$ cat src/rtl/cnn_pkg.sv
// ----------------------------------------------------------------------------
// cnn_pkg
//   Shared definitions for the convolution layer controller:
//     - state_t       : controller FSM state encoding
//     - calc_nw       : number of weight words for a layer
//     - calc_npix     : number of input pixels per frame
//     - calc_out_dim  : output edge length for one image dimension
//     - addr_width    : address/counter width able to index n items (min 1)
// ----------------------------------------------------------------------------
package cnn_pkg;

  typedef enum logic [2:0] {
    IDLE   = 3'd0,
    LOAD_W = 3'd1,
    STREAM = 3'd2,
    DRAIN  = 3'd3,
    DONE   = 3'd4
  } state_t;

  function automatic int calc_nw(input int num_filters, input int in_channel,
                                 input int kernel_size);
    return num_filters * in_channel * kernel_size * kernel_size;
  endfunction

  function automatic int calc_npix(input int img_width, input int img_height);
    return img_width * img_height;
  endfunction

  function automatic int calc_out_dim(input int img_dim, input int kernel_size,
                                      input int padding, input int stride);
    return (img_dim + 2 * padding - kernel_size) / stride + 1;
  endfunction

  // A zero-width vector is illegal, so a single-entry space still gets 1 bit.
  function automatic int addr_width(input int n);
    return (n <= 1) ? 1 : $clog2(n);
  endfunction

endpackage

$ cat src/rtl/conv_addr_counter.sv
// ----------------------------------------------------------------------------
// conv_addr_counter
//   Up-counter used for memory read addresses. Counts on enable, wraps back
//   to zero after MAX, and flags when the current value is MAX.
//
//   Ports:
//     clk     in   clock
//     rst_n   in   async active-low reset (count -> 0)
//     clear   in   synchronous clear to 0 (wins over enable)
//     enable  in   advance by one this cycle
//     count   out  current address [WIDTH-1:0]
//     at_max  out  high while count == MAX
// ----------------------------------------------------------------------------
module conv_addr_counter #(
  parameter int WIDTH = 8,
  parameter int MAX   = 255
) (
  input  logic             clk,
  input  logic             rst_n,
  input  logic             clear,
  input  logic             enable,
  output logic [WIDTH-1:0] count,
  output logic             at_max
);

  localparam logic [WIDTH-1:0] MAX_V = WIDTH'(MAX);

  assign at_max = (count == MAX_V);

  // Wrapping at MAX leaves the counter at zero once a full sweep finishes,
  // so the next pass starts from a known address even without a clear.
  always_ff @(posedge clk or negedge rst_n) begin
    if (!rst_n) begin
      count <= '0;
    end else if (clear) begin
      count <= '0;
    end else if (enable) begin
      count <= at_max ? '0 : count + 1'b1;
    end
  end

endmodule

$ cat src/rtl/conv_layer_ctrl.sv
// ----------------------------------------------------------------------------
// conv_layer_ctrl
//   Sequences one convolution layer pass: loads all weight words into the
//   conv engine, streams the input frame pixel by pixel (honouring
//   downstream back-pressure), then waits for the engine to return every
//   output before signalling completion.
//
//   Ports:
//     clk            in   clock
//     rst_n          in   async active-low reset
//     start          in   begin a pass (only honoured in IDLE)
//     busy           out  high in every state except IDLE
//     done           out  one-cycle pulse at pass end
//     error          out  sticky fault (overflow or drain timeout)
//     wgt_rd_en      out  weight memory read strobe
//     wgt_rd_addr    out  weight memory address
//     wgt_load_en    out  weight word valid to conv engine
//     wgt_load_last  out  marks the final weight word
//     img_rd_en      out  image buffer read strobe
//     img_rd_addr    out  raster pixel address
//     frame_start    out  frame begin pulse to conv engine
//     pixel_valid    out  pixel word valid to conv engine
//     out_stall      in   downstream full, pauses pixel reads
//     conv_valid     in   conv engine output strobe
//     out_count      out  outputs received during this pass
// ----------------------------------------------------------------------------
module conv_layer_ctrl
  import cnn_pkg::*;
#(
  parameter int IMG_WIDTH     = 8,
  parameter int IMG_HEIGHT    = 8,
  parameter int KERNEL_SIZE   = 3,
  parameter int IN_CHANNEL    = 3,
  parameter int NUM_FILTERS   = 3,
  parameter int STRIDE        = 1,
  parameter int PADDING       = (KERNEL_SIZE - 1) / 2,
  parameter int DRAIN_TIMEOUT = 1024,
  localparam int NW    = calc_nw(NUM_FILTERS, IN_CHANNEL, KERNEL_SIZE),
  localparam int NPIX  = calc_npix(IMG_WIDTH, IMG_HEIGHT),
  localparam int OUT_W = calc_out_dim(IMG_WIDTH, KERNEL_SIZE, PADDING, STRIDE),
  localparam int OUT_H = calc_out_dim(IMG_HEIGHT, KERNEL_SIZE, PADDING, STRIDE),
  localparam int NOUT  = OUT_W * OUT_H,
  localparam int WAW   = addr_width(NW),
  localparam int PAW   = addr_width(NPIX),
  localparam int CW    = addr_width(NOUT + 1)
) (
  input  logic           clk,
  input  logic           rst_n,
  input  logic           start,
  output logic           busy,
  output logic           done,
  output logic           error,
  output logic           wgt_rd_en,
  output logic [WAW-1:0] wgt_rd_addr,
  output logic           wgt_load_en,
  output logic           wgt_load_last,
  output logic           img_rd_en,
  output logic [PAW-1:0] img_rd_addr,
  output logic           frame_start,
  output logic           pixel_valid,
  input  logic           out_stall,
  input  logic           conv_valid,
  output logic [CW-1:0]  out_count
);

  localparam int              DW         = addr_width(DRAIN_TIMEOUT);
  localparam logic [CW-1:0]   NOUT_V     = CW'(NOUT);
  localparam logic [DW-1:0]   DRAIN_LAST = DW'(DRAIN_TIMEOUT - 1);

  state_t          state;
  logic            wgt_at_max;
  logic            pix_at_max;
  logic            start_accept;
  logic            cv_window;
  logic            cv_accept;
  logic            cv_overflow;
  logic [CW-1:0]   count_next;
  logic [DW-1:0]   drain_cnt;

  // Address generators; both are zeroed when a pass is accepted so a pass
  // aborted by reset or a previous odd run never leaks a stale address.
  conv_addr_counter #(
    .WIDTH (WAW),
    .MAX   (NW - 1)
  ) u_wgt_addr (
    .clk    (clk),
    .rst_n  (rst_n),
    .clear  (start_accept),
    .enable (wgt_rd_en),
    .count  (wgt_rd_addr),
    .at_max (wgt_at_max)
  );

  conv_addr_counter #(
    .WIDTH (PAW),
    .MAX   (NPIX - 1)
  ) u_pix_addr (
    .clk    (clk),
    .rst_n  (rst_n),
    .clear  (start_accept),
    .enable (img_rd_en),
    .count  (img_rd_addr),
    .at_max (pix_at_max)
  );

  assign busy         = (state != IDLE);
  assign start_accept = (state == IDLE) && start;

  // Pixel reads must react to back-pressure in the same cycle, so this
  // strobe is combinational. frame_start is high only in the first STREAM
  // cycle, which is exactly the cycle reads are held off.
  assign img_rd_en = (state == STREAM) && !frame_start && !out_stall;

  // Conv outputs only count while a pass is in flight; once the expected
  // total is reached any further strobe is a protocol fault.
  assign cv_window   = (state == LOAD_W) || (state == STREAM) || (state == DRAIN);
  assign cv_accept   = cv_window && conv_valid && (out_count != NOUT_V);
  assign cv_overflow = cv_window && conv_valid && (out_count == NOUT_V);
  assign count_next  = cv_accept ? out_count + 1'b1 : out_count;

  // Controller FSM. The memory-latency delay stages live here too so every
  // registered output shares one reset and one update point.
  always_ff @(posedge clk or negedge rst_n) begin
    if (!rst_n) begin
      state         <= IDLE;
      wgt_rd_en     <= 1'b0;
      wgt_load_en   <= 1'b0;
      wgt_load_last <= 1'b0;
      pixel_valid   <= 1'b0;
      frame_start   <= 1'b0;
      done          <= 1'b0;
      error         <= 1'b0;
      out_count     <= '0;
      drain_cnt     <= '0;
    end else begin
      wgt_load_en   <= wgt_rd_en;
      wgt_load_last <= wgt_rd_en && wgt_at_max;
      pixel_valid   <= img_rd_en;
      frame_start   <= 1'b0;
      done          <= 1'b0;
      out_count     <= count_next;
      if (cv_overflow) begin
        error <= 1'b1;
      end

      case (state)
        IDLE: begin
          if (start) begin
            state     <= LOAD_W;
            wgt_rd_en <= 1'b1;
            error     <= 1'b0;
            out_count <= '0;
          end
        end

        LOAD_W: begin
          if (wgt_at_max) begin
            state       <= STREAM;
            wgt_rd_en   <= 1'b0;
            frame_start <= 1'b1;
          end
        end

        // The engine may already have returned everything by the last read
        // (e.g. it ran ahead during a stall), in which case DRAIN is skipped.
        STREAM: begin
          if (img_rd_en && pix_at_max) begin
            if (count_next == NOUT_V) begin
              state <= DONE;
              done  <= 1'b1;
            end else begin
              state     <= DRAIN;
              drain_cnt <= '0;
            end
          end
        end

        // drain_cnt holds the number of DRAIN cycles already spent, so the
        // state is left after at most DRAIN_TIMEOUT cycles.
        DRAIN: begin
          drain_cnt <= drain_cnt + 1'b1;
          if (count_next == NOUT_V) begin
            state <= DONE;
            done  <= 1'b1;
          end else if (drain_cnt == DRAIN_LAST) begin
            state <= DONE;
            done  <= 1'b1;
            error <= 1'b1;
          end
        end

        DONE: begin
          state <= IDLE;
        end

        default: begin
          state <= IDLE;
        end
      endcase
    end
  end

endmodule

$ cat config.mk
export PLATFORM = sky130hd
export DESIGN_NAME = conv_layer_ctrl
export DESIGN_NICKNAME = d
export VERILOG_FILES = /design/src/rtl/cnn_pkg.sv /design/src/rtl/conv_addr_counter.sv /design/src/rtl/conv_layer_ctrl.sv
export SDC_FILE = /design/constraint.sdc
export NUM_CORES = 1
export LEC_CHECK = 0
export BUFFER_PORTS_ARGS = -buffer_cell sky130_fd_sc_hd__buf_4
export CAP_MARGIN = 30
export CORE_MARGIN = 4
export CORE_UTILIZATION = 40
export CTS_BUF_LIST = sky130_fd_sc_hd__clkbuf_4
export DETAILED_ROUTE_END_ITERATION = 10
export GPL_TIMING_DRIVEN = 0
export PLACE_DENSITY = 0.66
export SETUP_SLACK_MARGIN = 0.2
export SYNTH_ARGS = -nofsm -noshare
export SYNTH_HDL_FRONTEND = slang
export SYNTH_SLANG_ARGS = --single-unit
export TNS_END_PERCENT = 1
$ cat constraint.sdc
create_clock -name clk -period 4.5 [get_ports clk]
set_input_delay 0.45 -clock clk [delete_from_list [all_inputs] [get_ports clk]]
set_output_delay 0.45 -clock clk [all_outputs]
set_load 0.02 [all_outputs]
==> summary.md <==
| Metric | Value |
|---|---|
| Status | finished, final reports clean |
| # diodes | 0 |
| DR iter-0 viols | 139 |
| Crit share post-route | 51.5% |
| Placer Congestion | roughly 0.84 |
| Commonest cells post-synth | dfrtp_1, nor2_1, nand2_1 |
| Crit Path Category | reg -> out |
| Pwr Total | 1.36 mW |
| Antenna violations before repair | 0 |
| Slew Viols, Final | 0 |
| Critical path data required time | between 4 and 5 ns |
| Least-Margin Pin Slew | between 0.6 and 0.7 ns |
| CP top delay family | simple AND/OR/NAND/NOR gates |
| Mapped Area | 2300 um^2 |
| Max cap viols | 0 |
| Hold-fix buffers, CTS | 0 |
| Vias | between 1500 and 2000 |
| Post-synth top area share | 43.6% |
| Initial Util | 41.4% |
| Clk_lat worst skew | between 0.3 and 0.4 ns |
| Slew headroom | roughly 57% |
| Mean post-synth cell area | 9.30 um^2 |
| Hpwl dp | 3530 um |
| CTS tree | built |
| Critical path endpoint category | primary output |
| Peak supply drop | 0.278 mV |
| Synth Instances | ~250 |
| TritonCTS buffer count | 5 |
| CP bufs+invs | 3 |
| RSZ-0062 raised after global routing | no |
| Share of layout cells above drive strength 1 | between 20% and 30% |
| Setup TNS | 0 ns |
| Synth warnings | 0 |
| Largest net degree at the start of global routing | 41 |
| Antenna viol nets, final | 0 |
| Hold crit path type | in -> async |
| Startpoint Class | flop |
| Post-cts sizing count | 0 |
| Die Y | 83.8 um |
| First-pass GRT wire length | 8670 um |
| Drt pass-1 iters | 4 |
| Async S/R FF share, synth | 100% |
| Worst Path Arrival | roughly 1.9 ns |
| Register area share after synthesis | 43.6% |
| Final Skew | 0.0130 ns |
| Post-CTS setup buffer count | 0 |
| Met3 wire len | 218 um |
| Final Hold Viols | 0 |
| Min Tclk post-route | 2.32 ns |
| CP max-delay cell | or4_4 |
| Leakage power | 1.29 nW |
| Critical R2R Launch | out_count[0] |
| Worst setup path startpoint | state[0] |
| Final hold slack | 0.0544 ns |
| Core footprint | about 5500 um^2 |
| Number of global-route vias before repair | approximately 1800 |
| DR vias/cell | 5.38 |
| Clk root buf | clkbuf_4 |
| PortBufs | 33 |
| Most frequent cell after synthesis | dfrtp_1 |
| Gr ovfl total | 0 |
| Critical-path cell list | buf_2 -> or4_4 -> clkinv_1 -> buf_4 |
| Fillers | 558 |
| Num ports | 34 |
| Worst R2R End | drain_cnt[1] |
| FF-to-FF setup slack | 2.21 ns |
| # H-tree levels | 2 |
| Primary FF master, synth | dfrtp_1 |
| FMAX | about 430 MHz |
| Depth of the most critical reg-to-reg path | 7 |
| Worst-path clk slew | around 0.14 ns |
| Worst path max stage delay | 0.57 ns |
| Synth top area cells | dfrtp_1, nor2_1, nand2_1 |
| Final WL | 5000 um |
| Met2 WL | 2300 um |
| Highest routed layer | met4 |
| GRT Util Overall | 14.9% |
| Clk sinks | 40 |
| Yosys cell types | 49 |
| P per Cell Area | roughly 500 nW/um^2 |
| Synth area leader | dfrtp_1 |
| Die width | between 80 and 90 um |
| Layout area overhead | 18.4% |
| Remaining DRCs | 0 |
| Die area | 7020 um^2 |
| FP Rows | 27 |
| Syn_nets | roughly 260 |
| Max Root-Sink Buffers | 2 |
| Nets | 298 |
| Routed length on met1 | 2410 um |
| Number of synthesized flops with an enable pin | 0 |
| Final-report setup violation count | 0 |
| Routed wire per std cell | 13.9 um |
| Critical path fanouts, max | 11 |
| Synth Register Bits | 40 |
==> layer usage <==
layer / vias to the layer above / global-route usage, %
met5: - / 0
met4: 0 / 3.80
met3: 8 / 4.24
met1: 933 / 19.6
met2: 42 / 24.1
li1: 955 / -
==> layout make-up <==
class / instances / area, um^2 / area share (%)
Multi-Input combinational cell: 182 / 1190 / 43.9
Sequential cell: 40 / 1000 / 36.8
Timing Repair Buffer: 33 / 248 / 9.12
Tap cell: 72 / 90.1 / 3.31
Inverter: 15 / 56.3 / 2.07
Clock inverter: 3 / 46.3 / 1.70
Buffer: 10 / 46.3 / 1.70
Clock buffer: 5 / 37.5 / 1.38
==> state kept, by name, summed over array words and instances (netlist names), 3 cells and up <==
| signal | flops |
|---|---|
| state | 3 |
| u_wgt_addr.count | 7 |
| u_pix_addr.count | 6 |
| drain_cnt | 10 |
| out_count | 7 |
==> cells by family after synthesis <==
kind of cell	count (synthesis)	synth area share, %
adder cells (fa/ha/maj)	6	3.27
AND/OR/NAND/NOR	109	24.3
multiplexers	5	2.29
flip-flops	40	43.6
AO/OA/AOI/OAI	50	17.5
buffers and inverters	25	4.47
XOR/XNOR	12	4.58
==> report_power, final <==
group | switching (mW) | total [mW] | internal, mW | leakage, nW
Clock | 0.133 | 0.251 | 0.119 | 0.0418
Combinational | 0.339 | 0.582 | 0.243 | 0.774
Sequential | 0.0959 | 0.526 | 0.430 | 0.475
Total | 0.568 | 1.36 | 0.792 | 1.29
==> worst max path at each step <==
stage	end	slack (ns)	depth (start not counted)
floorplan	drain_cnt[4]	2.37	7
global placement	drain_cnt[6]	2.27	7
detailed placement	drain_cnt[1]	2.23	7
CTS	img_rd_en	2.17	4
global route	drain_cnt[1]	1.99	7
finish	img_rd_en	2.18	4
==> placed cells by master (no fill, tap or decap), types with 3 or more instances in the layout <==
master,Yosys,final
nor3_1,7,7
a21oi_1,11,11
mux2i_1,3,3
xnor2_1,6,6
nand3_1,11,11
xor2_1,6,6
and2_1,3,3
buf_4,0,33
o311ai_2,3,3
nor4_1,4,4
clkbuf_1,7,7
nand4_1,3,3
inv_1,14,14
nor2_1,31,31
nand2b_1,7,7
o21ai_0,15,15
a22oi_1,3,3
ha_1,6,6
and3_1,7,7
nand2_1,23,23
dfrtp_1,40,40
clkbuf_4,0,5
==> metrics by stage <==
step           setup slack (ns)  std cells  util (%)  area [um^2]
2_1_floorplan              2.37        247         -         2300
3_3_place_gp               2.27        352      47.5         2630
3_5_place_dp               2.23        352      47.5         2630
4_1_cts                    2.17        360      49.1         2720
5_1_grt                    1.99        360      49.1         2720
6_report                   2.18        360      49.1         2720
No activity file was read; power rests on OpenSTA's default activity.
